[src/rtl/sal_rd_resp_merger.sv]
// sal_rd_resp_merger
//
// Merges the read-beat streams of BK_CNT bank controllers onto a single AXI R
// channel. Banks are served round-robin at burst granularity. Once a
// multi-beat burst starts, the merger stays locked on that bank until its last
// beat, so bursts from different banks are never interleaved. The R outputs
// are registered and form a one-entry skid slot, which gives exactly one cycle
// of latency and full throughput while rready is held high.
//
// Ports
//   clk        in   single clock, rising edge
//   rst_n      in   asynchronous active-low reset
//   bk_rvalid  in   [BK_CNT]             per-bank beat valid
//   bk_rid     in   [BK_CNT*ID_WIDTH]    per-bank beat ID, bank i in slice i
//   bk_rdata   in   [BK_CNT*DATA_WIDTH]  per-bank beat data, bank i in slice i
//   bk_rlast   in   [BK_CNT]             per-bank last beat of burst
//   bk_rready  out  [BK_CNT]             per-bank beat accept (combinational)
//   rvalid     out  AXI R valid (registered)
//   rid        out  AXI R ID (registered)
//   rdata      out  AXI R data (registered)
//   rresp      out  AXI R response, always OKAY
//   rlast      out  AXI R last (registered)
//   rready     in   AXI R ready from the interconnect
//   err_id     out  sticky: a locked burst changed its ID part-way through
//
// FSM states
//   state | meaning
//   IDLE  | between bursts; round-robin search starts at rr_ptr
//   LOCK  | inside a multi-beat burst; only lock_bk is served

module sal_rd_resp_merger #(
  parameter int BK_CNT     = 4,
  parameter int ID_WIDTH   = 4,
  parameter int DATA_WIDTH = 64
) (
  input  logic                         clk,
  input  logic                         rst_n,
  input  logic [BK_CNT-1:0]            bk_rvalid,
  input  logic [BK_CNT*ID_WIDTH-1:0]   bk_rid,
  input  logic [BK_CNT*DATA_WIDTH-1:0] bk_rdata,
  input  logic [BK_CNT-1:0]            bk_rlast,
  output logic [BK_CNT-1:0]            bk_rready,
  output logic                         rvalid,
  output logic [ID_WIDTH-1:0]          rid,
  output logic [DATA_WIDTH-1:0]        rdata,
  output logic [1:0]                   rresp,
  output logic                         rlast,
  input  logic                         rready,
  output logic                         err_id
);

  localparam int PTR_W = (BK_CNT > 1) ? $clog2(BK_CNT) : 1;

  typedef enum logic {
    IDLE = 1'b0,
    LOCK = 1'b1
  } state_t;

  state_t                  state;
  state_t                  state_nxt;

  logic [PTR_W-1:0]        rr_ptr;
  logic [PTR_W-1:0]        lock_bk;
  logic [ID_WIDTH-1:0]     lock_id;

  logic [PTR_W-1:0]        grant;
  logic                    grant_vld;
  logic                    slot_free;
  logic                    xfer;

  logic [ID_WIDTH-1:0]     grant_id;
  logic [DATA_WIDTH-1:0]   grant_data;
  logic                    grant_last;

  // Round-robin pick: first requester at or above ptr, wrapping to 0.
  // Scanning from the far end down lets the nearest requester win last.
  // Returns {found, index}.
  function automatic logic [PTR_W:0] rr_pick(input logic [BK_CNT-1:0] req,
                                             input logic [PTR_W-1:0]  ptr);
    logic [PTR_W:0]   res;
    logic [PTR_W-1:0] idx;
    res = '0;
    for (int k = BK_CNT - 1; k >= 0; k--) begin
      idx = ptr + PTR_W'(k);
      if (req[idx]) begin
        res = {1'b1, idx};
      end
    end
    return res;
  endfunction

  // The output register can take a new beat when empty or draining this edge.
  assign slot_free = ~rvalid | rready;

  assign grant_id   = bk_rid[grant*ID_WIDTH +: ID_WIDTH];
  assign grant_data = bk_rdata[grant*DATA_WIDTH +: DATA_WIDTH];
  assign grant_last = bk_rlast[grant];

  assign rresp = 2'b00;

  // ---------------------------------------------------------------------------
  // FSM: state register
  // ---------------------------------------------------------------------------
  always_ff @(posedge clk or negedge rst_n) begin
    if (!rst_n) begin
      state <= IDLE;
    end else begin
      state <= state_nxt;
    end
  end

  // ---------------------------------------------------------------------------
  // FSM: grant selection, bank accept and next state
  // ---------------------------------------------------------------------------
  always_comb begin
    state_nxt = state;
    grant     = '0;
    grant_vld = 1'b0;
    xfer      = 1'b0;
    bk_rready = '0;

    case (state)
      IDLE: begin
        {grant_vld, grant} = rr_pick(bk_rvalid, rr_ptr);
      end
      LOCK: begin
        grant     = lock_bk;
        grant_vld = bk_rvalid[lock_bk];
      end
      default: begin
        grant     = '0;
        grant_vld = 1'b0;
      end
    endcase

    // rst_n gating keeps banks from seeing an accept while the merger is held
    // in reset, when the empty output slot would otherwise look free.
    xfer = grant_vld & slot_free & rst_n;

    if (xfer) begin
      bk_rready[grant] = 1'b1;
    end

    if (xfer) begin
      case (state)
        IDLE:    if (!grant_last) state_nxt = LOCK;
        LOCK:    if (grant_last)  state_nxt = IDLE;
        default: state_nxt = IDLE;
      endcase
    end
  end

  // ---------------------------------------------------------------------------
  // Arbitration bookkeeping and ID consistency check
  // ---------------------------------------------------------------------------
  always_ff @(posedge clk or negedge rst_n) begin
    if (!rst_n) begin
      rr_ptr  <= '0;
      lock_bk <= '0;
      lock_id <= '0;
      err_id  <= 1'b0;
    end else if (xfer) begin
      if (state == IDLE) begin
        if (grant_last) begin
          rr_ptr <= grant + PTR_W'(1);
        end else begin
          lock_bk <= grant;
          lock_id <= grant_id;
        end
      end else begin
        // The beat is still forwarded; the mismatch is only flagged.
        if (grant_id != lock_id) begin
          err_id <= 1'b1;
        end
        if (grant_last) begin
          rr_ptr <= lock_bk + PTR_W'(1);
        end
      end
    end
  end

  // ---------------------------------------------------------------------------
  // R channel output register
  // ---------------------------------------------------------------------------
  always_ff @(posedge clk or negedge rst_n) begin
    if (!rst_n) begin
      rvalid <= 1'b0;
      rid    <= '0;
      rdata  <= '0;
      rlast  <= 1'b0;
    end else if (xfer) begin
      rvalid <= 1'b1;
      rid    <= grant_id;
      rdata  <= grant_data;
      rlast  <= grant_last;
    end else if (rready) begin
      // Payload is left as-is once consumed; only valid drops.
      rvalid <= 1'b0;
    end
  end

endmodule

[config.mk]
export PLATFORM = sky130hd
export DESIGN_NAME = sal_rd_resp_merger
export DESIGN_NICKNAME = d
export VERILOG_FILES = /design/src/rtl/sal_rd_resp_merger.sv
export SDC_FILE = /design/constraint.sdc
export NUM_CORES = 1
export LEC_CHECK = 0
export CAP_MARGIN = 20
export CORE_AREA = 2 2 141 143
export CTS_BUF_LIST = sky130_fd_sc_hd__clkbuf_8
export DETAILED_ROUTE_END_ITERATION = 8
export DIE_AREA = 0 0 143 145
export GPL_TIMING_DRIVEN = 0
export HOLD_SLACK_MARGIN = 0.08
export PLACE_DENSITY = 0.78
export SLEW_MARGIN = 20
export SYNTH_ARGS = -nofsm -noshare
export SYNTH_HDL_FRONTEND = slang
export SYNTH_SLANG_ARGS = --single-unit
export TNS_END_PERCENT = 10
[constraint.sdc]
create_clock -name clk -period 3.9 [get_ports clk]
set_input_delay 0.78 -clock clk [delete_from_list [all_inputs] [get_ports clk]]
set_output_delay 0.78 -clock clk [all_outputs]
set_load 0.05 [all_outputs]
Word level (Yosys, flattened, before mapping)
Cells that the tools add are included.
{"block": "totals", "register_bits": 80, "in_bits": 283, "out_inout_bits": 77, "word_cells": 62}
{"block": "classes", "addsub": 5, "n_lt_le_gt_ge": 7, "n_eq_ne": 1, "shifts": 2, "mux": 27, "n_bitwise": 6, "reduce_logical": 5}
{"cell": "indexed part select 256 x 9 -> 64 bit", "n": 1}
{"cell": "< comparator 2 x 3 -> 1 bit, second input constant", "n": 6}
{"cell": "indexed part select 16 x 5 -> 4 bit", "n": 1}
{"cell": "binary-select mux 1 bit (select 2 bit)", "n": 6}
{"cell": "two-way mux 3 bit", "n": 4}
{"cell": "two-way mux 1 bit", "n": 10}
{"cell": "adder 2 x 1 -> 2 bit, second input constant", "n": 3}
{"cell": "two-way mux 2 bit", "n": 3}
{"cell": "AND reduction 3 bit", "n": 2}
{"cell": "adder 2 bit, second input constant", "n": 2}
{"cell": "two-way mux 4 bit", "n": 1}
{"cell": "!= test 4 bit", "n": 1}
{"cell": "one-hot mux 2 bit (2 select lines)", "n": 1}
{"cell": "NOT 1 bit", "n": 3}
{"cell": "bitwise AND 1 bit", "n": 2}
{"cell": "demux 1 bit (select 2 bit)", "n": 1}
{"cell": "greater-or-equal comparator 2 x 1 -> 1 bit, second input constant", "n": 1}
{"cell": "one-hot mux 1 bit (2 select lines)", "n": 1}
{"cell": "AND reduction 2 bit", "n": 1}
{"cell": "nonzero test 2 bit", "n": 1}
{"cell": "logical AND 1 bit", "n": 1}
{"cell": "OR 1 bit", "n": 1}

Logic depth before layout (Yosys ltp)
Gate-level depths: netlist of the first run.
{"block": "depth", "word_depth": 13, "depth_mapped": 11, "mapped_depth_nobuf": 8}

Worst setup path before layout of the first run
OpenSTA, ideal clock, no wires.
{"block": "synth_timing", "path_type": "input -> output", "from": "input bk_rvalid[3]", "to": "output bk_rready[2]", "t_arrival_ns": 2.578, "required_time_ns": 3.120, "setup_slack_ns": 0.542, "path_stages": 9, "path_buffers": 4, "path_cell_list": "buf_4 -> nand3b_1 -> nand2_2 -> o31ai_4 -> buf_6 -> buf_6 -> buf_2 -> ha_1 -> and2_1"}
{"block": "synth_between", "elab_chain_len": 12, "elab_cells_between_ends": 24, "classes_between": "2 x order compare; 19 x mux; 2 x bitwise; 1 x reduce/logical"}
{"element": "from (decl)", "line": "38", "text": "input logic [BK_CNT-1:0] bk_rvalid,"}
{"element": "binary-select mux 1 bit (select 2 bit)", "line": "85", "text": "if (req[idx]) begin"}
{"element": "two-way mux 1 bit (not written as such)", "line": "85"}
{"element": "two-way mux 3 bit (3 in a row)", "line": "85"}
{"element": "two-way mux 3 bit (*)", "line": "85"}
{"element": "one-hot mux 2 bit (2 select lines) (*)", "line": "122", "text": "case (state)"}
{"element": "via grant[1]", "line": "66", "text": "logic [PTR_W-1:0] grant;"}
{"element": "< comparator 2 x 3 -> 1 bit (not written as such) or greater-or-equal comparator 2 x 1 -> 1 bit (tied branches)", "line": "141", "text": "bk_rready[grant] = 1'b1;"}
{"element": "logical AND 1 bit (not written as such)", "line": "141"}
{"element": "two-way mux 1 bit (not written as such)", "line": "141"}
{"element": "demux 1 bit (select 2 bit) (*)", "line": "141"}
{"element": "two-way mux 4 bit (*)", "line": "140", "text": "if (xfer) begin"}
{"element": "to (decl)", "line": "42", "text": "output logic [BK_CNT-1:0] bk_rready,"}
The timed path passes the listed nets; every way through them passes the cells marked *. The select of a mux whose other input is x is not followed.

Final worst setup path of the first run
{"block": "layout_timing", "from": "input bk_rvalid[0]", "to": "output bk_rready[3]"}
{"block": "layout_between", "elab_chain_len": 12, "elab_cells_between_ends": 24, "classes_between": "2 x order compare; 19 x mux; 2 x bitwise; 1 x reduce/logical"}
{"element": "binary-select mux 1 bit (select 2 bit)", "line": "85"}
{"element": "two-way mux 1 bit (not written as such)", "line": "85"}
{"element": "two-way mux 3 bit (4 in a row)", "line": "85"}
{"element": "one-hot mux 2 bit (2 select lines)", "line": "122"}
{"element": "< comparator 2 x 3 -> 1 bit (not written as such) or greater-or-equal comparator 2 x 1 -> 1 bit (tied branches)", "line": "141"}
{"element": "logical AND 1 bit (not written as such)", "line": "141"}
{"element": "two-way mux 1 bit (not written as such)", "line": "141"}
{"element": "demux 1 bit (select 2 bit)", "line": "141"}
{"element": "two-way mux 4 bit (*)", "line": "140"}
Mark *: on every way between the ends. The rest lies on a longest branch, timed or not. The select of a mux whose other input is x is not followed.

==> results of run 1 <==
## registers in the layout, summed over array words and instances, names as in the netlist
| signal | count |
|---|---|
| state | 1 |
| rdata | 64 |
| rr_ptr | 2 |
| lock_bk | 2 |
| err_id | 1 |
| rvalid | 1 |
| lock_id | 4 |
| rid | 4 |
| rlast | 1 |
## kinds of logic after synthesis
family          count (synthesis)  share of synthesized area [%]
buf+inv                        83                          6.917
other cells                     1                        0.06499
compound gates                182                          25.61
flops                          80                          34.69
fa+ha+maj                       4                         0.8673
simple gates                  381                          29.14
mux                            13                          2.710
## report_power, final
group | leakage, nW | switching, mW | internal, mW | total, mW
clock network | 0.0962 | 0.331 | 0.291 | 0.621
logic | 3.46 | 3.75 | 2.14 | 5.89
registers | 0.980 | 0.240 | 1.24 | 1.48
## layer usage
| layer | track usage, % | share of wire, % | up-vias |
|---|---|---|---|
| met5 | 0 | 0 | - |
| met4 | 8.069 | 2.6 | 0 |
| met3 | 5.743 | 8.1 | 45 |
| met2 | 41.84 | 49 | 331 |
| met1 | 28.90 | 40 | 3395 |
| li1 | - | - | 3372 |
## cells in the mapped netlist (2+ instances only)
| master | n | area share (%) |
|---|---|---|
| nor4_1 | 5 | 0.54 |
| buf_1 | 3 | 0.20 |
| o2111ai_1 | 12 | 1.8 |
| mux2i_1 | 3 | 0.52 |
| inv_2 | 2 | 0.13 |
| o21ai_0 | 4 | 0.35 |
| inv_1 | 13 | 0.85 |
| a21oi_1 | 9 | 0.78 |
| a21o_1 | 66 | 8.6 |
| nor2_1 | 3 | 0.20 |
| ha_1 | 4 | 0.87 |
| nand2_1 | 287 | 19 |
| o311ai_0 | 12 | 1.8 |
| nand2b_1 | 8 | 0.87 |
| and2_1 | 6 | 0.65 |
| and3_1 | 64 | 6.9 |
| a21boi_0 | 4 | 0.52 |
| clkbuf_1 | 29 | 1.9 |
| mux2_2 | 8 | 1.6 |
| buf_4 | 12 | 1.6 |
| buf_6 | 2 | 0.39 |
| buf_2 | 22 | 1.9 |
| nor2b_1 | 2 | 0.22 |
| dfrtp_1 | 80 | 35 |
| a311oi_1 | 64 | 9.7 |
| a22oi_1 | 4 | 0.52 |
## area by class of cell
type                    instances  area share (%)
clock buffers                   9           1.254
clock inverters                 7          0.6460
inverters                      15          0.6460
plain buffers                  63           3.306
flip-flops and latches         80           20.27
repair buffers                359           36.38
well taps                     265           3.357
multi-input cells             582           34.15
## per-stage QoR
stage	hold slack [ps]	setup WS [ps]	instance area, um^2
2_1_floorplan	484.4	542.5	5774
3_3_place_gp	457.6	-3285	9669
3_5_place_dp	464.4	-827.6	9687
4_1_cts	407.0	27.24	9862
5_1_grt	439.3	-29.96	9878
6_report	411.1	100.4	9878
## worst max path at each step
stage / end / start / slack, ps / depth (start not counted)
floorplan: bk_rready[2] / bk_rvalid[3] / 540 / 9
global placement: bk_rready[3] / rst_n / -3290 / 5
detailed placement: bk_rready[0] / bk_rvalid[0] / -830 / 10
CTS: bk_rready[0] / bk_rvalid[2] / 30 / 8
global route: bk_rready[3] / bk_rvalid[0] / -30 / 9
finish: bk_rready[3] / bk_rvalid[0] / 100 / 9
## what timing repair did
action                     in CTS  in global routing
setup buffers                   1                  1
setup endpoints to repair       4                  4
pin swaps                       1                  1
resized for setup              20                  4
==> impl_metrics.json, run 1 <==
{
  "regToRegSetupSlack_ps": 1100,
  "grt_pass1_wl_um": 38670,
  "design_power_total_mw": 7.992,
  "synthDistinctLibCells": 42,
  "async_flop_share_pct": 100.0,
  "crit_arrival_ps": 3020,
  "utilization_pct": 51.43,
  "gr-total-overflow": 0,
  "die_w_um": 143,
  "start_kind": "input port",
  "grt_max_degree": 46,
  "regArea_um2": 2002,
  "path_clk_slew_ps": 90,
  "cp_cell_sequence": "clkdlybuf4s50_1 > or3b_4 > o211ai_4 > o31ai_4 > buf_6 > buf_6 > ha_1 > and2_1 > buf_4",
  "die_area_um2": 20740,
  "ctsHoldBuffers": 0,
  "wl_per_cell_um": 18.89,
  "post-route-min-period_ps": 3800,
  "multiInputGateArea_um2": 3373,
  "drt_pass1_iterations": 5,
  "crit_slowest_cell": "clkdlybuf4s50_1",
  "clk_latency_ps": 360,
  "vias_per_cell": 5.176,
  "ys.warnings.count": 0,
  "syn-instance-count": 744,
  "fmax_mhz": 263.2,
  "port_buffers": 356,
  "place_congestion": 0.9115,
  "place_inst": 1367,
  "final_nets": 1397,
  "maxCapViolCount": 0,
  "setup_viol": 0,
  "syn_area_um2": 5771,
  "grt_pass1_vias": 7031,
  "crit_path_end_kind": "primary output",
  "antenna-diode-count": 0,
  "clock_sinks": 80,
  "cts-htree-levels": 3,
  "critPathBufInv": 4,
  "dp_hpwl_um": 20250,
  "io_pins": 360,
  "critical_path_class": "input port to primary output",
  "routed_wl_um": 26070,
  "p_per_area_nw_per_um2": 809.1,
  "die_y_um": 145,
  "antenna_found_initial": 0,
  "maxSlewHeadroom_pct": 56.89,
  "rr_worst_depth": 9,
  "worstReg2RegEnd": "err_id",
  "ant_nets": 0,
  "p_leak_nw": 4.532,
  "crit_family": "buffers and inverters",
  "yosysSeqAreaShare_pct": 34.69,
  "stdcell_count": 1380,
  "slew_violations": 0,
  "finalCritPeriodShare_pct": 97.43,
  "tritoncts": "built",
  "syn2layout_area_growth_pct": 71.18,
  "final_common_cell": "clkdlybuf4s50_1",
  "ys_ff_latch": 80,
  "mostFrequentLayoutCells": "351 x clkdlybuf4s50_1, 287 x nand2_1, 80 x dfrtp_1, 66 x a21o_1",
  "tightest_slew_ps": 646.6,
  "rsz0062_at_grt": "yes",
  "cpMostUsedCell": "buf_6",
  "r2r-start": "rr_ptr[1]",
  "track_usage_pct": 24.08,
  "num-fill-cells": 1804,
  "core_um2": 19210,
  "cts_root_buffer": "clkbuf_8",
  "syn_avg_cell_area_um2": 7.756,
  "finalClockSkew_ps": 10.23,
  "cts_buffers": 9,
  "route.detailed.drc": 0,
  "synth_ff_type": "dfrtp_1",
  "irDropWorstVdd_uv": 381.1,
  "cp_slowest_stage_delay_ps": 490,
  "crit_fanout": 20,
  "row_count": 51,
  "clk_path_buf_depth": 2,
  "crit_required_ps": 3120,
  "drive_above_1_share_pct": 6.547,
  "outcome": "finished, final reports clean",
  "min-delay-path-class": "input port to asynchronous set/reset pin",
  "drt_iter0_drc": 392,
  "tns_ps": 0,
  "synth_edf_count": 0,
  "num_vias": 7143,
  "finalHoldViolCount": 0,
  "start_util_pct": 30.04
}
(Power assumes the default switching activity.)
==> run 2: changes to the inputs <==
--- a/config.mk
+++ b/config.mk
@@ -5,6 +5,7 @@
 export SDC_FILE = /design/constraint.sdc
 export NUM_CORES = 1
 export LEC_CHECK = 0
+export ABC_AREA = 0
 export CAP_MARGIN = 20
 export CORE_AREA = 2 2 141 143
 export CTS_BUF_LIST = sky130_fd_sc_hd__clkbuf_8
==> results of run 2 <==
No change in the layout: final DEF, timing and power equal those of run 1.
